File: src/rtl/mem_wb_stage.sv
// MEM/WB pipeline register for an RV32I core.
// Registers the MEM-stage fields, selects the write-back data, extracts and
// extends load data, drives the register-file write port and counts retired
// instructions.
module mem_wb_stage (
  input  logic        clk,
  input  logic        rst,
  input  logic        stall,
  input  logic        flush,
  input  logic        mem_valid,
  input  logic        mem_reg_write,
  input  logic [1:0]  mem_wb_sel,
  input  logic [2:0]  mem_funct3,
  input  logic [4:0]  mem_rd,
  input  logic [31:0] mem_alu_result,
  input  logic [31:0] mem_load_word,
  input  logic [31:0] mem_pc,
  input  logic [31:0] mem_imm,
  output logic        en,
  output logic [31:0] register_file_data,
  output logic [4:0]  rd,
  output logic        wb_valid,
  output logic [31:0] retired_count
);

  // Selects the addressed byte/halfword of an aligned word and extends it.
  // A halfword uses only off[1]; off[0] is ignored. Reserved funct3
  // encodings pass the whole word through.
  function automatic logic [31:0] load_extract(input logic [2:0]  f3,
                                               input logic [1:0]  off,
                                               input logic [31:0] word);
    logic [7:0]  b;
    logic [15:0] h;
    logic [31:0] r;
    case (off)
      2'b00:   b = word[7:0];
      2'b01:   b = word[15:8];
      2'b10:   b = word[23:16];
      2'b11:   b = word[31:24];
      default: b = word[7:0];
    endcase
    if (off[1]) begin
      h = word[31:16];
    end else begin
      h = word[15:0];
    end
    case (f3)
      3'b000:  r = {{24{b[7]}}, b};
      3'b001:  r = {{16{h[15]}}, h};
      3'b010:  r = word;
      3'b100:  r = {24'h000000, b};
      3'b101:  r = {16'h0000, h};
      default: r = word;
    endcase
    return r;
  endfunction

  logic        valid_q,     valid_d;
  logic        reg_write_q, reg_write_d;
  logic [1:0]  wb_sel_q,    wb_sel_d;
  logic [2:0]  funct3_q,    funct3_d;
  logic [4:0]  rd_q,        rd_d;
  logic [31:0] alu_q,       alu_d;
  logic [31:0] word_q,      word_d;
  logic [31:0] pc_q,        pc_d;
  logic [31:0] imm_q,       imm_d;
  logic [31:0] retired_count_q, retired_count_d;

  // Next-state: flush loads a bubble, stall holds, otherwise capture MEM fields.
  always_comb begin
    valid_d     = valid_q;
    reg_write_d = reg_write_q;
    wb_sel_d    = wb_sel_q;
    funct3_d    = funct3_q;
    rd_d        = rd_q;
    alu_d       = alu_q;
    word_d      = word_q;
    pc_d        = pc_q;
    imm_d       = imm_q;
    if (flush) begin
      valid_d     = 1'b0;
      reg_write_d = 1'b0;
      wb_sel_d    = 2'b00;
      funct3_d    = 3'b000;
      rd_d        = 5'd0;
      alu_d       = 32'd0;
      word_d      = 32'd0;
      pc_d        = 32'd0;
      imm_d       = 32'd0;
    end else if (stall) begin
      valid_d     = valid_q;
      reg_write_d = reg_write_q;
    end else begin
      valid_d     = mem_valid;
      reg_write_d = mem_reg_write;
      wb_sel_d    = mem_wb_sel;
      funct3_d    = mem_funct3;
      rd_d        = mem_rd;
      alu_d       = mem_alu_result;
      word_d      = mem_load_word;
      pc_d        = mem_pc;
      imm_d       = mem_imm;
    end
  end

  // Retirement counter: the instruction in WB retires when it leaves
  // (not stalled); flush still lets it retire. Wraps naturally at 2^32.
  always_comb begin
    if (valid_q && !stall) begin
      retired_count_d = retired_count_q + 32'd1;
    end else begin
      retired_count_d = retired_count_q;
    end
  end

  // WB state registers with synchronous reset overriding flush and stall.
  always_ff @(posedge clk) begin
    if (rst) begin
      valid_q         <= 1'b0;
      reg_write_q     <= 1'b0;
      wb_sel_q        <= 2'b00;
      funct3_q        <= 3'b000;
      rd_q            <= 5'd0;
      alu_q           <= 32'd0;
      word_q          <= 32'd0;
      pc_q            <= 32'd0;
      imm_q           <= 32'd0;
      retired_count_q <= 32'd0;
    end else begin
      valid_q         <= valid_d;
      reg_write_q     <= reg_write_d;
      wb_sel_q        <= wb_sel_d;
      funct3_q        <= funct3_d;
      rd_q            <= rd_d;
      alu_q           <= alu_d;
      word_q          <= word_d;
      pc_q            <= pc_d;
      imm_q           <= imm_d;
      retired_count_q <= retired_count_d;
    end
  end

  // Write-back data select and write enable from the registered fields.
  always_comb begin
    case (wb_sel_q)
      2'b00:   register_file_data = alu_q;
      2'b01:   register_file_data = load_extract(funct3_q, alu_q[1:0], word_q);
      2'b10:   register_file_data = pc_q + 32'd4;
      2'b11:   register_file_data = imm_q;
      default: register_file_data = alu_q;
    endcase
    en = valid_q && reg_write_q && (rd_q != 5'd0);
  end

  assign rd            = rd_q;
  assign wb_valid      = valid_q;
  assign retired_count = retired_count_q;

endmodule

File: config.mk
export PLATFORM = sky130hd
export DESIGN_NAME = mem_wb_stage
export DESIGN_NICKNAME = d
export VERILOG_FILES = /design/src/rtl/mem_wb_stage.sv
export SDC_FILE = /design/constraint.sdc
export NUM_CORES = 1
export LEC_CHECK = 0
export CORE_ASPECT_RATIO = 1.2
export CORE_MARGIN = 2
export CORE_UTILIZATION = 46
export CTS_BUF_LIST = sky130_fd_sc_hd__clkbuf_8
export CTS_CLUSTER_DIAMETER = 30
export CTS_CLUSTER_SIZE = 16
export DETAILED_ROUTE_END_ITERATION = 8
export GPL_TIMING_DRIVEN = 0
export PLACE_DENSITY = 0.79
export SYNTH_ARGS = -nofsm -noshare
export SYNTH_HDL_FRONTEND = slang
export SYNTH_SLANG_ARGS = --single-unit
File: constraint.sdc
create_clock -name clk -period 2.2 [get_ports clk]
set_input_delay 0.33 -clock clk [delete_from_list [all_inputs] [get_ports clk]]
set_output_delay 0.33 -clock clk [all_outputs]
set_load 0.01 [all_outputs]
Word level (Yosys, flattened, before mapping):

Cells that the tools add are included.

* input bits: 144
* register bits: 172
* word-level logic and storage cells: 34
* output and inout bits: 71

* add/sub/neg operators: 2
* eq/ne operators: 9
* reductions and logical operators: 9
* multiplexer cells: 4

Operators by type and width (count)
* case mux 32 bit (4 select lines): 2
* adder 32 x 1 -> 32 bit, second input constant: 1
* adder 32 x 3 -> 32 bit, second input constant: 1
* case mux 8 bit (4 select lines): 1
* 2-to-1 mux 16 bit: 1
* equality test 2 bit, second input constant: 4
* equality test 3 bit, second input constant: 2
* nonzero test 5 bit: 1
* equality test 2 x 1 -> 1 bit, second input constant: 2
* zero test 2 bit: 2
* equality test 3 x 1 -> 1 bit, second input constant: 1
* logical AND 1 bit: 3
* zero test 3 bit: 1
* OR reduction 2 bit: 1
* zero test 1 bit: 1

Longest topological paths before layout:

Gate-level depths: netlist of run 1.

* depth after elaboration: 4
* depth in mapped cells: 7
* gate-level depth less buffers: 6

Least setup slack after synthesis of run 1:

No wires, ideal clock.

* path kind: register -> output
* from: register pc_q[2]
* to: output port register_file_data[28]
* setup slack: -154 ps
* stages on the path, launching flop included: 8
* path buffers: 1
* required time: 1870 ps
* arrival: 2024 ps
* path through: dfxtp_1 ha_1 inv_1 or4_4 buf_6 nor4_1 xnor2_1 o22ai_1

* cells in the longest elaborated chain, start to end: 2

RTL lines
* start, declared: RTL line 65 `logic [31:0] pc_q, pc_d;`
* start signal, assigned: RTL line 137 `pc_q <= pc_d;`
* adder 32 x 3 -> 32 bit: RTL line 148 `2'b10: register_file_data = pc_q + 32'd4;`
* case mux 32 bit (4 select lines): RTL line 145 `case (wb_sel_q)`
* end, declared: RTL line 20 `output logic [31:0] register_file_data,`

Every way passes these cells.

Worst setup path after layout of run 1:

* from: register pc_q[3]
* to: output port register_file_data[18]

The elaborated chain is that of the path after synthesis.

==> results of run 1 <==
[metal layers]
layer  up-vias  global-route usage, %
li1       3909                      -
met1      3908                  34.91
met2       511                  49.04
met3       134                  4.981
met4         0                  16.65
met5         -                      0
[cells in the mapped netlist (6+ instances only)]
cell	n	area, sq um
nor2_1	210	788.3
dfxtp_1	172	3443
mux2i_1	150	1501
clkbuf_1	50	187.7
nand2_1	48	180.2
xor2_1	33	289.0
o21ai_0	24	120.1
nand4_1	22	137.6
o22ai_1	20	125.1
a21oi_1	18	90.09
nand3_1	18	90.09
xnor2_1	17	148.9
a211oi_1	14	105.1
nor4_1	12	75.07
a22o_1	11	96.34
nor3_1	9	45.04
o221ai_1	8	70.07
buf_1	7	26.28
and3_1	6	37.54
inv_1	6	22.52
nor3b_1	6	45.04
[critical path, cell delays in order, from the launching register on]
cell and delay, ps:
dfxtp_4 370, ha_4 160, inv_6 60, or4_4 590, or3_4 410, nand3_4 110
o2bb2ai_4 140, buf_6 120
[cell usage in the layout, fill, tap and decap left out, types with 11 or more instances in the layout]
master / instances
buf_6: 26
buf_4: 47
nor2_1: 205
nand3_1: 15
nand4_1: 22
o22ai_1: 16
clkdlybuf4s50_1: 179
xnor2_1: 17
dfxtp_1: 148
clkbuf_1: 31
buf_2: 29
mux2i_1: 149
xor2_1: 31
nand2_1: 40
a22o_1: 11
clkbuf_8: 23
dfxtp_4: 18
a21oi_1: 13
[cell type report]
type,count,area share [%]
repair buffers,279,20.82
plain buffers,59,3.069
multi-input cells,695,42.14
well taps,220,2.221
clock inverters,14,1.110
clock buffers,18,1.999
flip-flops and latches,172,28.39
inverters,7,0.2625
[power by group]
group          switching [mW]  internal (mW)  total, mW
clock                    1.25          0.951       2.20
combinational           0.483          0.545       1.03
sequential             0.0906           3.18       3.27
[sequential cells by signal, summed over array words and instances (netlist names)]
| signal | cells |
|---|---|
| wb_sel_q | 2 |
| imm_q | 32 |
| rd | 5 |
| funct3_q | 3 |
| alu_q | 32 |
| retired_count | 32 |
| reg_write_q | 1 |
| pc_q | 32 |
| word_q | 32 |
| wb_valid | 1 |
[through the flow]
step / hold slack [ps] / cells
6_report: 162.1 / 1464
5_1_grt: 156.2 / 1464
4_1_cts: 153.5 / 1442
3_5_place_dp: 484.0 / 1369
3_3_place_gp: 471.8 / 1369
2_1_floorplan: 457.6 / 937
[path summary, 6_finish.rpt]
| path | startpoint | end | slack [ps] | depth (start not counted) |
|---|---|---|---|---|
| setup / recovery | pc_q[3] | register_file_data[18] | -560 | 7 |
| hold / removal | rst | retired_count[31] | 160 | 2 |
| setup reg to reg | retired_count[2] | retired_count[31] | 140 | 5 |
| hold reg to reg | imm_q[5] | imm_q[5] | 500 | 2 |
[repair_timing]
action | CTS | global route
buffers inserted | 44 | 24
resized for setup | 306 | 65
endpoints found under the setup margin | 42 | 32
pin swaps | 44 | 49
gates cloned | 2 | 0
[logic make-up (layout without fill, tap and decap cells)]
group           after synthesis  in the layout  share of synthesized area (%)
simple gates                358            359                          19.51
compound gates              128            128                          10.71
flops                       172            172                          41.55
buf+inv                      71            377                          3.578
xor+xnor                     50             50                          5.285
fa+ha+maj                     2              2                         0.3019
mux                         156            156                          19.07
==> metrics.md, run 1 <==
| Metric | Value |
|---|---|
| Clk slew on worst S/H paths | about 100 ps |
| Synth Net Count | approximately 1100 |
| RSZ-0062 raised after global routing | yes |
| Setup Total Neg Slack | -11740 ps |
| Met3 wire len | between 2000 and 2500 um |
| Status | finished, violations left |
| PD cells | ~520 mW/mm^2 |
| Synth Register Bits | around 170 |
| Clock sinks | 172 |
| Max cap viols | 0 |
| Fmax | around 0.36 GHz |
| RePlAce Congestion | between 0.9 and 1 |
| Final Max Slew Viols | 0 |
| Critical Path RT | around 1900 ps |
| Number of diodes | 0 |
| Worst setup SP type | register |
| Routed via count | 8462 |
| DRC | 0 |
| Post-synth top flop | dfxtp_1 |
| Failing checks | negative setup slack |
| Setup ws final | -564.2 ps |
| Fill cell count | 1303 |
| Post-Syn Area per Cell | between 8 and 9 sq um |
| CTS Buf Count | 17 |
| P&R area growth vs syn | 49.57% |
| Synthesized area | 0.008287 sq mm |
| Post-DP HPWL | a little over 20000 um |
| Skew final | about 12 ps |
| Tightest Pin Transition | ~930 ps |
| Clk Latency, worst-skew pair | approximately 470 ps |
| Critical path class | register to output port |
| Period Utilization, post-route | 125.6% |
| Core Util, Final | 70.53% |
| Post-synth ARST share | 0% |
| # setup viols final | 31 |
| Power Total | ~6.5 mW |
| Max-slew headroom | a little under two fifths |
| Clk root buf | clkbuf_8 |
| Area occupied by multi-input gates | about 0.0052 sq mm |
| Routed WL | ~30000 um |
| Final instance area | about 0.012 sq mm |
| Initial antenna violation count | 0 |
| Fin crit period | roughly 2800 ps |
| Seq/Total Area, Yosys | 41.55% |
| Max layer used | met4 |
| VDD IR max | ~350 uV |
| Placed instance area | 0.01074 sq mm |
| Die area | between 0.015 and 0.02 sq mm |
| Share of post-route cells with drive strength above 1 | 22.27% |
| Distinct cell type count after synthesis | 58 |
| Metal2 WL | between 10000 and 15000 um |
| Net count, final | 1377 |
| DRT antenna net count | 0 |
| Row count | 53 |
| I/O pin count | 215 |
| CTS hold repair buffers | 0 |
| Crit path DAT | 2430 ps |
| Gr usage total | between 20% and 30% |
| Initial Util | 47.16% |
| Core Region | ~0.018 sq mm |
| FF+latch area | between 0.003 and 0.004 sq mm |
| Pleak | just over 5 nW |
| Post-synthesis cell count | 937 |
| Worst Setup End Kind | output port |
| First-pass GRT wire length | 43200 um |
| Crit Path Max Fanout | 6 |
| PortBufs | 212 |
| Clock buffer depth | 2 |
| Die Ht | between 150 and 200 um |
| Pin count of the biggest net entering global routing | 17 |
| CTS tree | yes |
| H-tree depth | 4 |
| Hold crit path type | input pin to register |
| Remaining Overflow, GRT | 0 |
| Initial DRC count | 768 |
| DR pass1 iterations | 7 |
| Hold Vio Cnt, Final | 0 |
| WL met1 | 11190 um |
| Synth warnings | 0 |
| Pre-CTS setup slack | -1158 ps |
| Drt wl/cell | a little over 20 um |
| Post-synth EDFFs | 0 |
| Via/cell ratio | 5.780 |
| Die span in x | roughly 130 um |
| Vias in the first global route | slightly above 8000 |
(Power assumes the default switching activity.)
==> run 2: changes to the inputs <==
Settings changed: CORE_ASPECT_RATIO 1.2 to 1.1.
==> run 2 against run 1 <==
The run still ends with negative setup slack left. Global-route usage grew 0.85 points. Sequential cell count stayed put. Combinational power about the same. Register-to-register slack is essentially flat. Final cell count rose by 1.2%. Via count down 0.17%. Die area about the same. Critical path type unchanged. Critical endpoint is now register_file_data[13]. Largest cell class unchanged. Largest power group unchanged. Highest routed layer is now met5.
==> metrics.md, run 2 (synthesized netlist as in run 1, its figures left out) <==
| Metric | Value |
|---|---|
| Status | finished, violations left |
| Failing checks | negative setup slack |
| Vias in the first global route | 8070 (-2.0%) |
| VDD IR max | 369.6 uV (+6.3%) |
| Switching part of the total | 27.53% (-0.49 points) |
| Clk slew on worst S/H paths | 90 ps (about the same) |
| Gr usage total | 29.87% (+0.85 points) |
| I/O pin count | 215 (unchanged) |
| Critical path class | register to output port |
| Hold crit path type | input pin to register |
| Flop pwr share | 49.6% (-0.8 points) |
| Fin crit period | 2848 ps (+83.65 ps) |
| Final Non-Filler Cells | 1481 (+1.2%) |
| Max-slew headroom | 41.21% (+3.4 points) |
| Reg2Reg Setup Slack | 150 ps (about the same) |
| PortBufs | 212 (unchanged) |
| Routed via count | 8448 (-0.17%) |
| DR pass1 iterations | 5 (-2) |
| Initial antenna violation count | 1 (+1) |
| Core Region | 0.01768 sq mm (+0.58%) |
| Clk Latency, worst-skew pair | 470 ps (about the same) |
| Clock buffer depth | 2 (unchanged) |
| Pin count of the biggest net entering global routing | 17 (unchanged) |
| Initial DRC count | 767 (-0.13%) |
| Comb pwr share | 15.5% (-0.3 points) |
| H-tree depth | 4 (unchanged) |
| DRC | 0 (unchanged) |
| Fmax | 0.3511 GHz (-2.9%) |
| Share of post-route cells with drive strength above 1 | 21.40% (-0.87 points) |
| Drt wl/cell | 20.01 um (-0.48%) |
| Post-DP HPWL | 20740 um (+2.0%) |
| Clk pwr share | 35.0% (+1.2 points) |
| RSZ-0062 raised after global routing | yes |
| Final hold slack | 177.9 ps (+15.85 ps) |
| Tightest Pin Transition | 881.8 ps (-51.67 ps) |
| Clock sinks | 172 (unchanged) |
| Die Ht | 144.8 um (-4.1%) |
| CTS tree | yes |
| Clk root buf | clkbuf_8 |
| Die area | 0.01911 sq mm (about the same) |
| RePlAce Congestion | 0.9619 (-2.2%) |
| Setup Total Neg Slack | -12420 ps (-681.3 ps) |
| DRT antenna net count | 0 (unchanged) |
| PD cells | 535.8 mW/mm^2 (+2.2%) |
| Via/cell ratio | 5.704 (-1.3%) |
| Row count | 51 (-3.8%) |
| Final Max Slew Viols | 0 (unchanged) |
| P_int | 4.790 mW (+2.4%) |
| Initial Util | 46.88% (-0.27 points) |
| P&R area growth vs syn | 48.86% |
| Crit path DAT | 2520 ps (+90 ps) |
| Commonest non-fill, non-tap cells in the layout | nor2_1, clkdlybuf4s50_1, mux2i_1 |
| Psw | 1.820 mW (about the same) |
| First-pass GRT wire length | 44170 um (+2.2%) |
| Setup ws final | -647.8 ps (-83.65 ps) |
| Commonest non-fill, non-tap cell in the layout | nor2_1 |
| Routed WL | 29630 um (+0.67%) |
| Worst Setup End Kind | output port |
| Period Utilization, post-route | 129.4% (+3.8 points) |
| Crit Path Max Fanout | 5 (-1) |
| Die span in x | 132.0 um (+4.3%) |
| Pleak | 5.061 nW (about the same) |
| Inst Count DP | 1387 (+1.3%) |
| Number of diodes | 0 (unchanged) |
| Critical Path RT | 1870 ps (about the same) |
| CTS Buf Count | 17 (unchanged) |
| Hold Vio Cnt, Final | 0 (unchanged) |
| # setup viols final | 32 (+3.2%) |
| Max cap viols | 0 (unchanged) |
| Remaining Overflow, GRT | 0 (unchanged) |
| Pre-CTS setup slack | -1167 ps (-8.330 ps) |
| Worst setup SP type | register |
| Net count, final | 1376 (-0.073%) |
| Skew final | 11.02 ps (-1.259 ps) |
run 2: final cells by class:
cell class / count / area [sq um]
Multi-Input combinational cell: 694 / 5100
Clock inverter: 14 / 162.7
Tap cell: 238 / 297.8
Buffer: 59 / 401.6
Fill cell: 1351 / 5340
Clock buffer: 18 / 247.7
Inverter: 7 / 27.53
Sequential cell: 172 / 3520
Timing Repair Buffer: 279 / 2579
run 2: path summary, 6_finish.rpt:
check                    from                      to  cells after the start
max                  pc_q[10]  register_file_data[13]                      7
max reg2reg  retired_count[5]       retired_count[31]                      5
min reg2reg          alu_q[6]                alu_q[6]                      2
min                       rst       retired_count[31]                      2
run 2: worst max-delay path, cell delays in order, from the launching register on:
cell      delay, ps
dfxtp_4         370
buf_4           150
nand3_2         190
nor4_4          300
xor2_1          130
a222oi_1        530
o21ai_1         190
buf_2           190
run 2: metrics by stage:
step                      util [%]  cell area (sq um)  power [mW]
after floorplan                  -               8342       3.773
after global placement       60.88              10760       4.272
after detailed placement     60.88              10760       4.281
after CTS                    68.21              12060       6.572
after global routing         69.79              12340       6.831
final                        69.79              12340       6.609
run 2: timing repair:
action	in CTS	in global routing
resized for setup	324	38
hold buffers	0	0
buffers inserted	43	24
pin swaps	58	38
endpoints found under the setup margin	42	37
gates cloned	2	0
run 2: power by group through the flow:
stage	Clock (mW)	Combinational (mW)	Sequential, mW
after floorplan	0	0.453	3.32
after global placement	0	0.920	3.35
after detailed placement	0	0.926	3.35
after CTS	2.32	0.977	3.27
after global routing	2.46	1.08	3.29
final	2.31	1.02	3.28
run 2: routing by layer:
layer	GRT usage [%]	share of wire [%]	vias to the layer above
li1	-	-	3915
met1	36.58	40	3951
met2	51.21	47	460
met3	5.643	7.5	120
met4	13.90	4.9	2
met5	0	0.024	-
